==> src/rtl/snake_pkg.sv <==
// Shared snake-game types: game-status encodings, grid bounds and the spawn FSM states.
// Also holds the helper that folds raw LFSR bits into an in-bounds coordinate.
package snake_pkg;

  localparam int COORD_W = 6;

  typedef enum logic [1:0] {
    GS_RESTART = 2'b00,
    GS_START   = 2'b01,
    GS_PLAY    = 2'b10
  } game_status_e;

  localparam logic [COORD_W-1:0] X_MIN = 6'd1;
  localparam logic [COORD_W-1:0] X_MAX = 6'd37;
  localparam logic [COORD_W-1:0] Y_MIN = 6'd1;
  localparam logic [COORD_W-1:0] Y_MAX = 6'd27;

  localparam logic [15:0] LFSR_MASK = 16'hB400;

  typedef enum logic [1:0] {
    ST_IDLE,
    ST_GEN,
    ST_QUERY,
    ST_DONE
  } spawn_state_e;

  typedef enum logic {
    OWN_APPLE = 1'b0,
    OWN_MINE  = 1'b1
  } owner_e;

  // Modulo fold keeps the result strictly inside the playable area, so walls never appear.
  function automatic logic [COORD_W-1:0] map_coord(input logic [COORD_W-1:0] raw,
                                                   input logic [COORD_W-1:0] lo,
                                                   input logic [COORD_W-1:0] hi);
    logic [COORD_W-1:0] span;
    span = hi - lo + 6'd1;
    return (raw % span) + lo;
  endfunction

endpackage

==> src/rtl/spawn_scheduler_if.sv <==
// Board-occupancy lookup port: the scheduler queries one cell, the memory answers ack/hit.
interface spawn_scheduler_if;
  import snake_pkg::*;

  logic               occ_req;
  logic [COORD_W-1:0] occ_x;
  logic [COORD_W-1:0] occ_y;
  logic               occ_ack;
  logic               occ_hit;

  modport master (output occ_req, occ_x, occ_y, input occ_ack, occ_hit);
  modport slave  (input occ_req, occ_x, occ_y, output occ_ack, occ_hit);

endinterface

==> src/rtl/spawn_lfsr.sv <==
// Free-running 16-bit Galois LFSR and the candidate cell it maps to.
module spawn_lfsr
  import snake_pkg::*;
#(
  parameter logic [15:0] SEED = 16'hACE1
) (
  input  logic               clk,
  input  logic               rst,
  output logic [15:0]        lfsr,
  output logic [COORD_W-1:0] cand_x,
  output logic [COORD_W-1:0] cand_y
);

  always_ff @(posedge clk) begin
    if (rst) begin
      lfsr <= SEED;
    end else begin
      lfsr <= {1'b0, lfsr[15:1]} ^ (lfsr[0] ? LFSR_MASK : 16'h0000);
    end
  end

  assign cand_x = map_coord(lfsr[5:0], X_MIN, X_MAX);
  assign cand_y = map_coord(lfsr[11:6], Y_MIN, Y_MAX);

endmodule

==> src/rtl/spawn_scheduler.sv <==
// Shares one random cell source and one occupancy port between the apple and mine spawners.
//   state | meaning
//   IDLE  | waiting for a request while playing
//   GEN   | capture candidate, reject the head cell
//   QUERY | occupancy lookup in flight
//   DONE  | one-cycle grant to the owner
module spawn_scheduler
  import snake_pkg::*;
#(
  parameter logic [15:0] LFSR_SEED   = 16'hACE1,
  parameter int          MAX_TRIES   = 8,
  parameter int          ACK_TIMEOUT = 15
) (
  input  logic               clk,
  input  logic               rst,
  input  logic [1:0]         game_status,
  input  logic [COORD_W-1:0] head_x,
  input  logic [COORD_W-1:0] head_y,
  input  logic               apple_req,
  input  logic               mine_req,
  output logic               apple_gnt,
  output logic               mine_gnt,
  output logic [COORD_W-1:0] spawn_x,
  output logic [COORD_W-1:0] spawn_y,
  output logic               spawn_fail,
  output logic               busy,
  spawn_scheduler_if.master  occ
);

  localparam int          WAIT_W    = (ACK_TIMEOUT > 1) ? $clog2(ACK_TIMEOUT) : 1;
  localparam logic [WAIT_W-1:0] WAIT_LOAD = WAIT_W'(ACK_TIMEOUT - 1);
  localparam logic [3:0]  TRY_LAST  = 4'(MAX_TRIES - 1);

  spawn_state_e       state;
  owner_e             owner;
  owner_e             last_owner;
  owner_e             pick;
  logic               apple_q;
  logic               mine_q;
  logic [3:0]         tries;
  logic [WAIT_W-1:0]  wait_cnt;
  logic [COORD_W-1:0] cand_x;
  logic [COORD_W-1:0] cand_y;
  logic               occ_req_r;
  logic [15:0]        lfsr;
  logic [COORD_W-1:0] gen_x;
  logic [COORD_W-1:0] gen_y;
  logic               play;
  logic               head_hit;
  logic               tries_out;
  logic               unused_lfsr;

  spawn_lfsr #(.SEED(LFSR_SEED)) u_lfsr (
    .clk    (clk),
    .rst    (rst),
    .lfsr   (lfsr),
    .cand_x (gen_x),
    .cand_y (gen_y)
  );

  assign unused_lfsr = ^lfsr;
  assign play      = (game_status == GS_PLAY);
  assign head_hit  = (gen_x == head_x) && (gen_y == head_y);
  assign tries_out = (tries == TRY_LAST);
  assign pick      = (apple_q && (!mine_q || last_owner == OWN_MINE)) ? OWN_APPLE : OWN_MINE;

  assign apple_gnt = (state == ST_DONE) && (owner == OWN_APPLE);
  assign mine_gnt  = (state == ST_DONE) && (owner == OWN_MINE);
  assign busy      = (state != ST_IDLE);

  assign occ.occ_req = occ_req_r;
  assign occ.occ_x   = cand_x;
  assign occ.occ_y   = cand_y;

  always_ff @(posedge clk) begin
    if (rst) begin
      state      <= ST_IDLE;
      owner      <= OWN_APPLE;
      last_owner <= OWN_MINE;
      apple_q    <= 1'b0;
      mine_q     <= 1'b0;
      tries      <= '0;
      wait_cnt   <= '0;
      cand_x     <= '0;
      cand_y     <= '0;
      spawn_x    <= '0;
      spawn_y    <= '0;
      spawn_fail <= 1'b0;
      occ_req_r  <= 1'b0;
    end else begin
      // The owner's level request is still high while it sees its grant; mask it so it is not re-served.
      apple_q    <= apple_req && !(state == ST_DONE && owner == OWN_APPLE);
      mine_q     <= mine_req && !(state == ST_DONE && owner == OWN_MINE);
      spawn_fail <= 1'b0;
      if (state != ST_IDLE && !play) begin
        state     <= ST_IDLE;
        occ_req_r <= 1'b0;
      end else begin
        case (state)
          ST_IDLE: begin
            if (play && (apple_q || mine_q)) begin
              owner      <= pick;
              last_owner <= pick;
              tries      <= '0;
              state      <= ST_GEN;
            end
          end
          ST_GEN: begin
            cand_x <= gen_x;
            cand_y <= gen_y;
            if (head_hit) begin
              if (tries_out) begin
                state      <= ST_DONE;
                spawn_fail <= 1'b1;
                spawn_x    <= gen_x;
                spawn_y    <= gen_y;
              end else begin
                tries <= tries + 4'd1;
              end
            end else begin
              state     <= ST_QUERY;
              occ_req_r <= 1'b1;
              wait_cnt  <= WAIT_LOAD;
            end
          end
          ST_QUERY: begin
            if (occ.occ_ack && !occ.occ_hit) begin
              state     <= ST_DONE;
              occ_req_r <= 1'b0;
              spawn_x   <= cand_x;
              spawn_y   <= cand_y;
            end else if (occ.occ_ack || wait_cnt == '0) begin
              occ_req_r <= 1'b0;
              spawn_x   <= cand_x;
              spawn_y   <= cand_y;
              if (tries_out) begin
                state      <= ST_DONE;
                spawn_fail <= 1'b1;
              end else begin
                tries <= tries + 4'd1;
                state <= ST_GEN;
              end
            end else begin
              wait_cnt <= wait_cnt - WAIT_W'(1);
            end
          end
          ST_DONE: state <= ST_IDLE;
          default: state <= ST_IDLE;
        endcase
      end
    end
  end

endmodule

==> src/flat_wrapper.sv <==
// flat-port wrapper written by rule: the top's interface ports become plain ports
module spawn_scheduler_flat import snake_pkg::*;
#(
  parameter logic [15:0] LFSR_SEED   = 16'hACE1,
  parameter int          MAX_TRIES   = 8,
  parameter int          ACK_TIMEOUT = 15
)
  (clk, rst, game_status, head_x, head_y, apple_req, mine_req, apple_gnt, mine_gnt, spawn_x, spawn_y, spawn_fail, busy, occ_occ_req, occ_occ_x, occ_occ_y, occ_occ_ack, occ_occ_hit);
  spawn_scheduler_if occ_i ();
  input  logic clk;
  input  logic rst;
  input  logic [1:0] game_status;
  input  logic [COORD_W-1:0] head_x;
  input  logic [COORD_W-1:0] head_y;
  input  logic apple_req;
  input  logic mine_req;
  output logic apple_gnt;
  output logic mine_gnt;
  output logic [COORD_W-1:0] spawn_x;
  output logic [COORD_W-1:0] spawn_y;
  output logic spawn_fail;
  output logic busy;
  output wire logic [$bits(occ_i.occ_req)-1:0] occ_occ_req;
  output wire logic [$bits(occ_i.occ_x)-1:0] occ_occ_x;
  output wire logic [$bits(occ_i.occ_y)-1:0] occ_occ_y;
  input wire logic [$bits(occ_i.occ_ack)-1:0] occ_occ_ack;
  input wire logic [$bits(occ_i.occ_hit)-1:0] occ_occ_hit;
  assign occ_occ_req = occ_i.occ_req;
  assign occ_occ_x = occ_i.occ_x;
  assign occ_occ_y = occ_i.occ_y;
  assign occ_i.occ_ack = occ_occ_ack;
  assign occ_i.occ_hit = occ_occ_hit;
  spawn_scheduler #(.LFSR_SEED(LFSR_SEED), .MAX_TRIES(MAX_TRIES), .ACK_TIMEOUT(ACK_TIMEOUT)) u_core (.clk(clk), .rst(rst), .game_status(game_status), .head_x(head_x), .head_y(head_y), .apple_req(apple_req), .mine_req(mine_req), .apple_gnt(apple_gnt), .mine_gnt(mine_gnt), .spawn_x(spawn_x), .spawn_y(spawn_y), .spawn_fail(spawn_fail), .busy(busy), .occ(occ_i));
endmodule
==> config.mk <==
export PLATFORM = sky130hd
export DESIGN_NAME = spawn_scheduler_flat
export DESIGN_NICKNAME = d
export VERILOG_FILES = /design/src/rtl/snake_pkg.sv /design/src/rtl/spawn_scheduler_if.sv /design/src/rtl/spawn_lfsr.sv /design/src/rtl/spawn_scheduler.sv /design/src/flat_wrapper.sv
export SDC_FILE = /design/constraint.sdc
export NUM_CORES = 1
export LEC_CHECK = 0
export ABC_AREA = 1
export BUFFER_PORTS_ARGS = -buffer_cell sky130_fd_sc_hd__buf_4
export CAP_MARGIN = 20
export CORE_ASPECT_RATIO = 1.4
export CORE_MARGIN = 3
export CORE_UTILIZATION = 58
export DETAILED_ROUTE_END_ITERATION = 12
export MAX_ROUTING_LAYER = met4
export PLACE_DENSITY_LB_ADDON = 0.08
export SLEW_MARGIN = 20
export SYNTH_ARGS = -nofsm -noshare
export SYNTH_HDL_FRONTEND = slang
export SYNTH_HIERARCHICAL = 1
export SYNTH_SLANG_ARGS = --single-unit
==> constraint.sdc <==
create_clock -name clk -period 3.39 [get_ports clk]
set_input_delay 0.678 -clock clk [delete_from_list [all_inputs] [get_ports clk]]
set_output_delay 0.678 -clock clk [all_outputs]
set_load 0.02 [all_outputs]
==> key figures, run 1 <==
Run status
  • Outcome: complete, no violations

Logic synthesis
  • Syn_area_per_cell: 6.79 um2
  • Synth warn: 6
  • Most frequent cells after synthesis: nand2_1 (132), inv_1 (67), dfxtp_1 (56)
  • Post-synth ARST share: 0
  • Seq cells post-synth: 56
  • Synth top area share: 0.325
  • Seq/Total Area, Yosys: 0.325
  • Count of cell types in the netlist: 35
  • EDFF count, synth: 0
  • Main synth FF type: dfxtp_1
  • Synthesized instance count: slightly above 500
  • Top cells by area, synth: dfxtp_1 (33%), nand2_1 (14%), inv_1 (7.3%)
  • Syn nets: roughly 540
  • Synth area leader: dfxtp_1
  • Most numerous cell in the Yosys netlist: nand2_1
  • Synthesized area: ~0.0034 mm2

Setup path
  • Crit path max fanout: 5
  • Critical Path AT: between 3 and 4 ns
  • Critical path depth: 31
  • Crit path launch type: flop
  • Worst r2r dst: u_core/spawn_x[4]
  • Worst Setup End Kind: flop
  • R2r startpoint: u_core/u_lfsr/lfsr[7]
  • Crit-path most repeated cell: nand2_2
  • Req. time, crit path: 3.65 ns
  • CP peak stage delay: 0.35 ns
  • Largest delay share family, worst path: simple AND/OR/NAND/NOR gates
  • R2r setup slk: around 0.21 ns
  • Slowest cell on crit path: dfxtp_2
  • Crit path buf inv count: 7
  • Register-to-Register Path Depth: 31
  • WS Path Type: reg2reg

Clock network
  • Clk slew on worst S/H paths: between 0.1 and 0.15 ns
  • CTS Buf Count: 5
  • H-tree levels: 2
  • TritonCTS clock tree: yes
  • Clk Latency, worst-skew pair: 0.32 ns
  • Clock sinks: 56
  • Root Driver: clkbuf_8
  • Deepest clock path buffer count: 2
  • # hold bufs at CTS: 0

Global routing
  • Remaining Overflow, GRT: 0
  • Total track usage: 0.244
  • First-pass GRT wire length: 13,700 um
  • Pin count of the biggest net entering global routing: 33
  • Vias in the first global route: 3,217
  • Antenna violations before repair: 0

Pwr
  • Comb pwr share: 0.533
  • Static leakage: about 2 nW
  • Clock Power Share: 0.135
  • Switching pwr: between 1 and 1.5 mW
  • Total power: 2.88 mW
  • Power Density: about 680 mW/mm2
  • Cell-internal power: between 1.5 and 2 mW
  • Sw Share: 0.449
  • Sequential Power Share: 0.332
  • Worst vdd ir: approximately 0.31 mV

Worst hold path
  • Hold EP: u_core/u_lfsr/lfsr[14]
  • Critical hold path startpoint: u_core/u_lfsr/lfsr[15]
  • Hold Path Stages: 2
  • Worst Hold Class: reg2reg

Layout
  • Final core occ: 0.745
  • # diodes: 0
  • Layout cells sized above 1: 0.262
  • Filler cells: about 440
  • Design area: 0.00420 mm2
  • Layout area overhead: 21.9%
  • Final nets: 602

Timing
  • Highest Clock Rate: roughly 310 MHz
  • Final worst path period share: 0.938
  • Hold Slack: roughly 0.42 ns
  • Setup Viol. Count Final: 0
  • Final Hold Vio Count: 0
  • Tmin final: about 3.2 ns
  • Max-slew violations: 0
  • Worst Tran Pin Value: 0.573 ns
  • Worst-case clock skew: 0.0113 ns
  • Setup TNS Final: 0 ns
  • Max_slew headroom: 0.616

Route
  • 1st-iter DRT viols: roughly 200
  • Total Wirelength: roughly 8000 um
  • Vias per cell: roughly 5.3
  • Antenna Nets Post-Route: 0
  • DRC: 0
  • First-pass detailed-route iteration total: 4
  • Detailed-route wire length per cell: 12.8 um
  • Via count: ~3.3k

Die
  • Chip Height: ~100 um
  • Initial Util: 0.611
  • Die area: between 0.006 and 0.007 mm2
  • Die X-Extent: 71.2 um
  • FP Rows: 32
  • Core area: between 0.005 and 0.006 mm2
  • I/O Pins: 49

Flow run
  • Maximum Capacitance Violations: 0

Placed design
  • Port buffer count: 48
  • Post-DP HPWL: a little under 6000 um
  • Gpl congestion: 0.910
  • Cell Area, Placed: approximately 0.0038 mm2
==> worst max path at each step <==
stage,start,endpoint
3_3_place_gp,u_core/u_lfsr/lfsr[7],u_core/spawn_y[1]
3_5_place_dp,u_core/u_lfsr/lfsr[7],u_core/spawn_y[0]
5_1_grt,u_core/u_lfsr/lfsr[7],u_core/spawn_y[1]
6_report,u_core/u_lfsr/lfsr[7],u_core/spawn_x[4]
4_1_cts,u_core/u_lfsr/lfsr[7],u_core/spawn_y[4]
2_1_floorplan,u_core/u_lfsr/lfsr[7],u_core/tries[3]
==> registers in the layout (all words and copies together) (netlist names) <==
register            flops
u_core/owner            1
u_core/state            2
u_core/spawn_fail       1
u_core/mine_q           1
u_core/last_owner       1
u_core/u_lfsr/lfsr     16
u_core/spawn_y          6
u_core/occ.occ_y        6
u_core/tries            4
u_core/spawn_x          6
u_core/apple_q          1
u_core/occ.occ_x        6
u_core/wait_cnt         4
u_core/occ.occ_req      1
==> per-stage QoR <==
stage | setup WS (ns) | cells
final | 0.209 | 637
after global routing | -0.0531 | 637
after CTS | 0.0242 | 629
after detailed placement | -0.114 | 616
after global placement | 0.0827 | 616
after floorplan | 0.257 | 508
==> tightest hold or removal path: cells and delay by family (launching register included) <==
family	cells	cell delay [ns]
DFF	1	0.31
buffers and inverters	1	0.04
and+or+nand+nor	1	0.03
==> layer usage <==
| layer | track usage | vias up | share of wire |
|---|---|---|---|
| met4 | 0.0810 | 0 | 0.024 |
| met2 | 0.438 | 79 | 0.54 |
| met5 | - | - | 0 |
| met3 | 0.0373 | 17 | 0.044 |
| li1 | - | 1715 | - |
| met1 | 0.268 | 1535 | 0.39 |
==> final cells by class <==
type / count / area, um2 / area share
inverters: 75 / 283 / 0.0673
multi-input cells: 364 / 2070 / 0.493
flip-flops and latches: 56 / 1120 / 0.268
repair buffers: 66 / 541 / 0.129
clock inverters: 3 / 27.5 / 0.00655
clock buffers: 5 / 68.8 / 0.0164
well taps: 68 / 85.1 / 0.0202
==> cells by family (layout without fill, tap and decap cells) <==
kind of cell	Yosys count	after routing	share of synthesized area
compound gates	81	81	0.124
xor+xnor	13	13	0.0352
fa+ha+maj	14	14	0.0508
buf+inv	88	149	0.107
flops	56	56	0.325
simple gates	256	256	0.358
==> power by group through the flow <==
stage	clock network, mW	registers (mW)	logic (mW)
after floorplan	0	1.07	0.905
after global placement	0	0.959	1.34
after detailed placement	0	0.962	1.36
after CTS	0.402	0.950	1.44
after global routing	0.425	0.981	1.70
final	0.389	0.954	1.53
==> timing repair <==
action | 4_1_cts | 5_1_grt
pin swaps | 7 | 18
resized for setup | 8 | 29
buffers inserted | 4 | 8
gates cloned | 1 | 1
endpoints found under the setup margin | 20 | 24
==> placed cells by master, fill, tap and decap left out, drive strengths merged, types with 2 or more instances in the layout <==
cell type,instances
clkinv,2
ha,14
nor2,46
o21ai,35
o21bai,2
dfxtp,56
nor3,2
nand3,45
xnor2,5
clkbuf,6
inv,75
buf,65
nand2,152
or2,4
nand4,2
nand3b,4
xor2,8
a21oi,42
(Power assumes the default switching activity.)
==> run 2: changes to the inputs <==
Settings changed: CORE_ASPECT_RATIO 1.4 to not set.
==> run 2 against run 1 <==
  * First-iteration DRC count grew 8.3%
  * Largest power group unchanged
  * Clock power is 3% lower
  * Worst hold slack better by 0.0035 ns
  * Total power about the same
==> key figures, run 2 (synthesis results as in run 1) <==
Timing
  • Worst Tran Pin Value: 0.583 ns (+0.00946 ns)
  • Worst-case clock skew: 0.0159 ns (+0.00458 ns)
  • Highest Clock Rate: 308 MHz (-2.0%)
  • Final Hold Vio Count: 0 (unchanged)
  • Final worst path period share: 0.958 (+0.0192)
  • Setup Viol. Count Final: 0 (unchanged)
  • Hold Slack: 0.422 ns (+0.00347 ns)
  • Tmin final: 3.25 ns (+0.0651 ns)
  • Max_slew headroom: 0.611 (-0.00549)
  • Max-slew violations: 0 (unchanged)

Setup path
  • Worst Setup End Kind: flop
  • Crit path buf inv count: 6 (-1)
  • Crit-path most repeated cell: nand2_4
  • R2r setup slk: 0.14 ns (-0.07 ns)
  • CP peak stage delay: 0.37 ns (+0.02 ns)
  • Crit path launch type: flop
  • Register-to-Register Path Depth: 29 (-6.5%)
  • Largest delay share family, worst path: simple AND/OR/NAND/NOR gates
  • WS Path Type: reg2reg
  • Crit path max fanout: 6 (+1)
  • Req. time, crit path: 3.61 ns (-0.04 ns)
  • Worst r2r dst: u_core/tries[1]
  • R2r startpoint: u_core/u_lfsr/lfsr[8]
  • Slowest cell on crit path: dfxtp_4
  • Critical Path AT: 3.47 ns (+0.03 ns)

Clock network
  • Clk slew on worst S/H paths: 0.10 ns (about the same)
  • Clk Latency, worst-skew pair: 0.32 ns (about the same)
  • H-tree levels: 2 (unchanged)
  • Root Driver: clkbuf_8
  • Deepest clock path buffer count: 2 (unchanged)
  • TritonCTS clock tree: yes
  • CTS Buf Count: 5 (unchanged)
  • Clock sinks: 56 (unchanged)
  • # hold bufs at CTS: 0 (unchanged)

Layout
  • Most frequent cells in the layout: nand2_1 (123), buf_4 (61), inv_1 (61)
  • Filler cells: 480 (+8.8%)
  • Design area: 0.00420 mm2 (-0.18%)
  • Layout area overhead: 21.7%
  • Commonest non-fill, non-tap cell in the layout: nand2_1
  • Layout cells sized above 1: 0.263 (+0.000924)
  • Top reg by flops: u_core/u_lfsr/lfsr
  • Final core occ: 0.744 (-0.000835)
  • Largest register FFs: 16 (unchanged)
  • # diodes: 0 (unchanged)
  • Final nets: 600 (-0.33%)

Global routing
  • Total track usage: 0.230 (-0.0141)
  • Vias in the first global route: 3,045 (-5.3%)
  • Pin count of the biggest net entering global routing: 33 (unchanged)
  • Antenna violations before repair: 0 (unchanged)
  • Remaining Overflow, GRT: 0 (unchanged)
  • First-pass GRT wire length: 13,100 um (-4.4%)

Worst hold path
  • Critical hold path startpoint: u_core/u_lfsr/lfsr[12]
  • Hold Path Stages: 1 (-1)
  • Worst Hold Class: reg2reg
  • Hold EP: u_core/u_lfsr/lfsr[11]

Placed design
  • Port buffer count: 48 (unchanged)
  • Post-DP HPWL: 5880 um (-1.1%)
  • Cell Area, Placed: 0.00385 mm2 (+0.26%)
  • Gpl congestion: 0.865 (-4.9%)

Die
  • I/O Pins: 49 (unchanged)
  • Die area: 0.00691 mm2 (-0.19%)
  • Chip Height: 83.1 um (-15%)
  • FP Rows: 27 (-16%)
  • Die X-Extent: 83.1 um (+17%)
  • Initial Util: 0.611 (about the same)
  • Core area: 0.00564 mm2 (about the same)

Pwr
  • Power Density: 685 mW/mm2 (+0.21%)
  • Total power: 2.88 mW (about the same)
  • Worst vdd ir: 0.453 mV (+46%)
  • Static leakage: 2.00 nW (-0.24%)

Route
  • First-pass detailed-route iteration total: 4 (unchanged)
  • DRC: 0 (unchanged)
  • Detailed-route wire length per cell: 12.8 um (about the same)
  • Via count: 3,331 (-0.45%)
  • 1st-iter DRT viols: 221 (+8.3%)
  • Vias per cell: 5.21 (-0.76%)
  • Antenna Nets Post-Route: 0 (unchanged)
  • Total Wirelength: 8180 um (+0.26%)

Run status
  • Outcome: complete, no violations

Flow run
  • Maximum Capacitance Violations: 0 (unchanged)
[run 2: cell types whose count changed in the layout (fill, tap and decap cells not counted), moves of 2 or more]
| cell | before | now |
|---|---|---|
| inv_1 | 63 | 61 |
| nand2_1 | 126 | 123 |
| nand2_4 | 11 | 15 |
| xor2_1 | 5 | 7 |
| dfxtp_2 | 3 | 1 |
| xor2_2 | 3 | 1 |
| buf_4 | 63 | 61 |
[run 2: layout make-up]
cell class,count,area (um2),area share
multi-input combinational,364,2090,0.497
sequential,56,1130,0.268
timing repair buffer,64,514,0.123
inverter,75,285,0.0680
tap,72,90.1,0.0215
clock buffer,5,68.8,0.0164
clock inverter,3,26.3,0.00626
[run 2: worst max-delay path by stage]
stage	end	slack, ns	start	depth (start not counted)
after floorplan	u_core/tries[3]	0.26	u_core/u_lfsr/lfsr[7]	32
after global placement	u_core/wait_cnt[0]	0.03	u_core/u_lfsr/lfsr[8]	31
after detailed placement	u_core/wait_cnt[1]	-0.12	u_core/u_lfsr/lfsr[8]	31
after CTS	u_core/wait_cnt[3]	0.0009	u_core/u_lfsr/lfsr[8]	30
after global routing	u_core/tries[1]	-0.07	u_core/u_lfsr/lfsr[6]	33
final	u_core/tries[1]	0.14	u_core/u_lfsr/lfsr[8]	29
[run 2: timing repair]
item,in CTS,in global routing
cloned,0,2
gates resized for setup,4,36
buffers inserted,1,9
endpoints found under the setup margin,17,24
pin swaps,1,18
[run 2: per-layer routing]
layer  track usage  up-vias  wire length (um)
met5             -        -                 0
met4        0.0624        0               102
met3        0.0417        9               341
met2         0.389       74              4080
met1         0.281     1529              3660
li1              -     1719                 -
[run 2: metrics by stage]
step	setup TNS, ns	setup WS, ns	std cells
3_5_place_dp	-1.32	-0.121	619
6_report	0	0.144	639
3_3_place_gp	0	0.0338	619
4_1_cts	0	0.000898	628
5_1_grt	-0.596	-0.0681	639
2_1_floorplan	0	0.257	508
[run 2: power breakdown]
| part | switching (mW) | internal, mW | leakage, nW | total [mW] |
|---|---|---|---|---|
| clock network | 0.226 | 0.151 | 0.0423 | 0.377 |
| logic | 0.934 | 0.612 | 1.50 | 1.55 |
| registers | 0.133 | 0.819 | 0.460 | 0.952 |
| total | 1.29 | 1.58 | 2.00 | 2.88 |
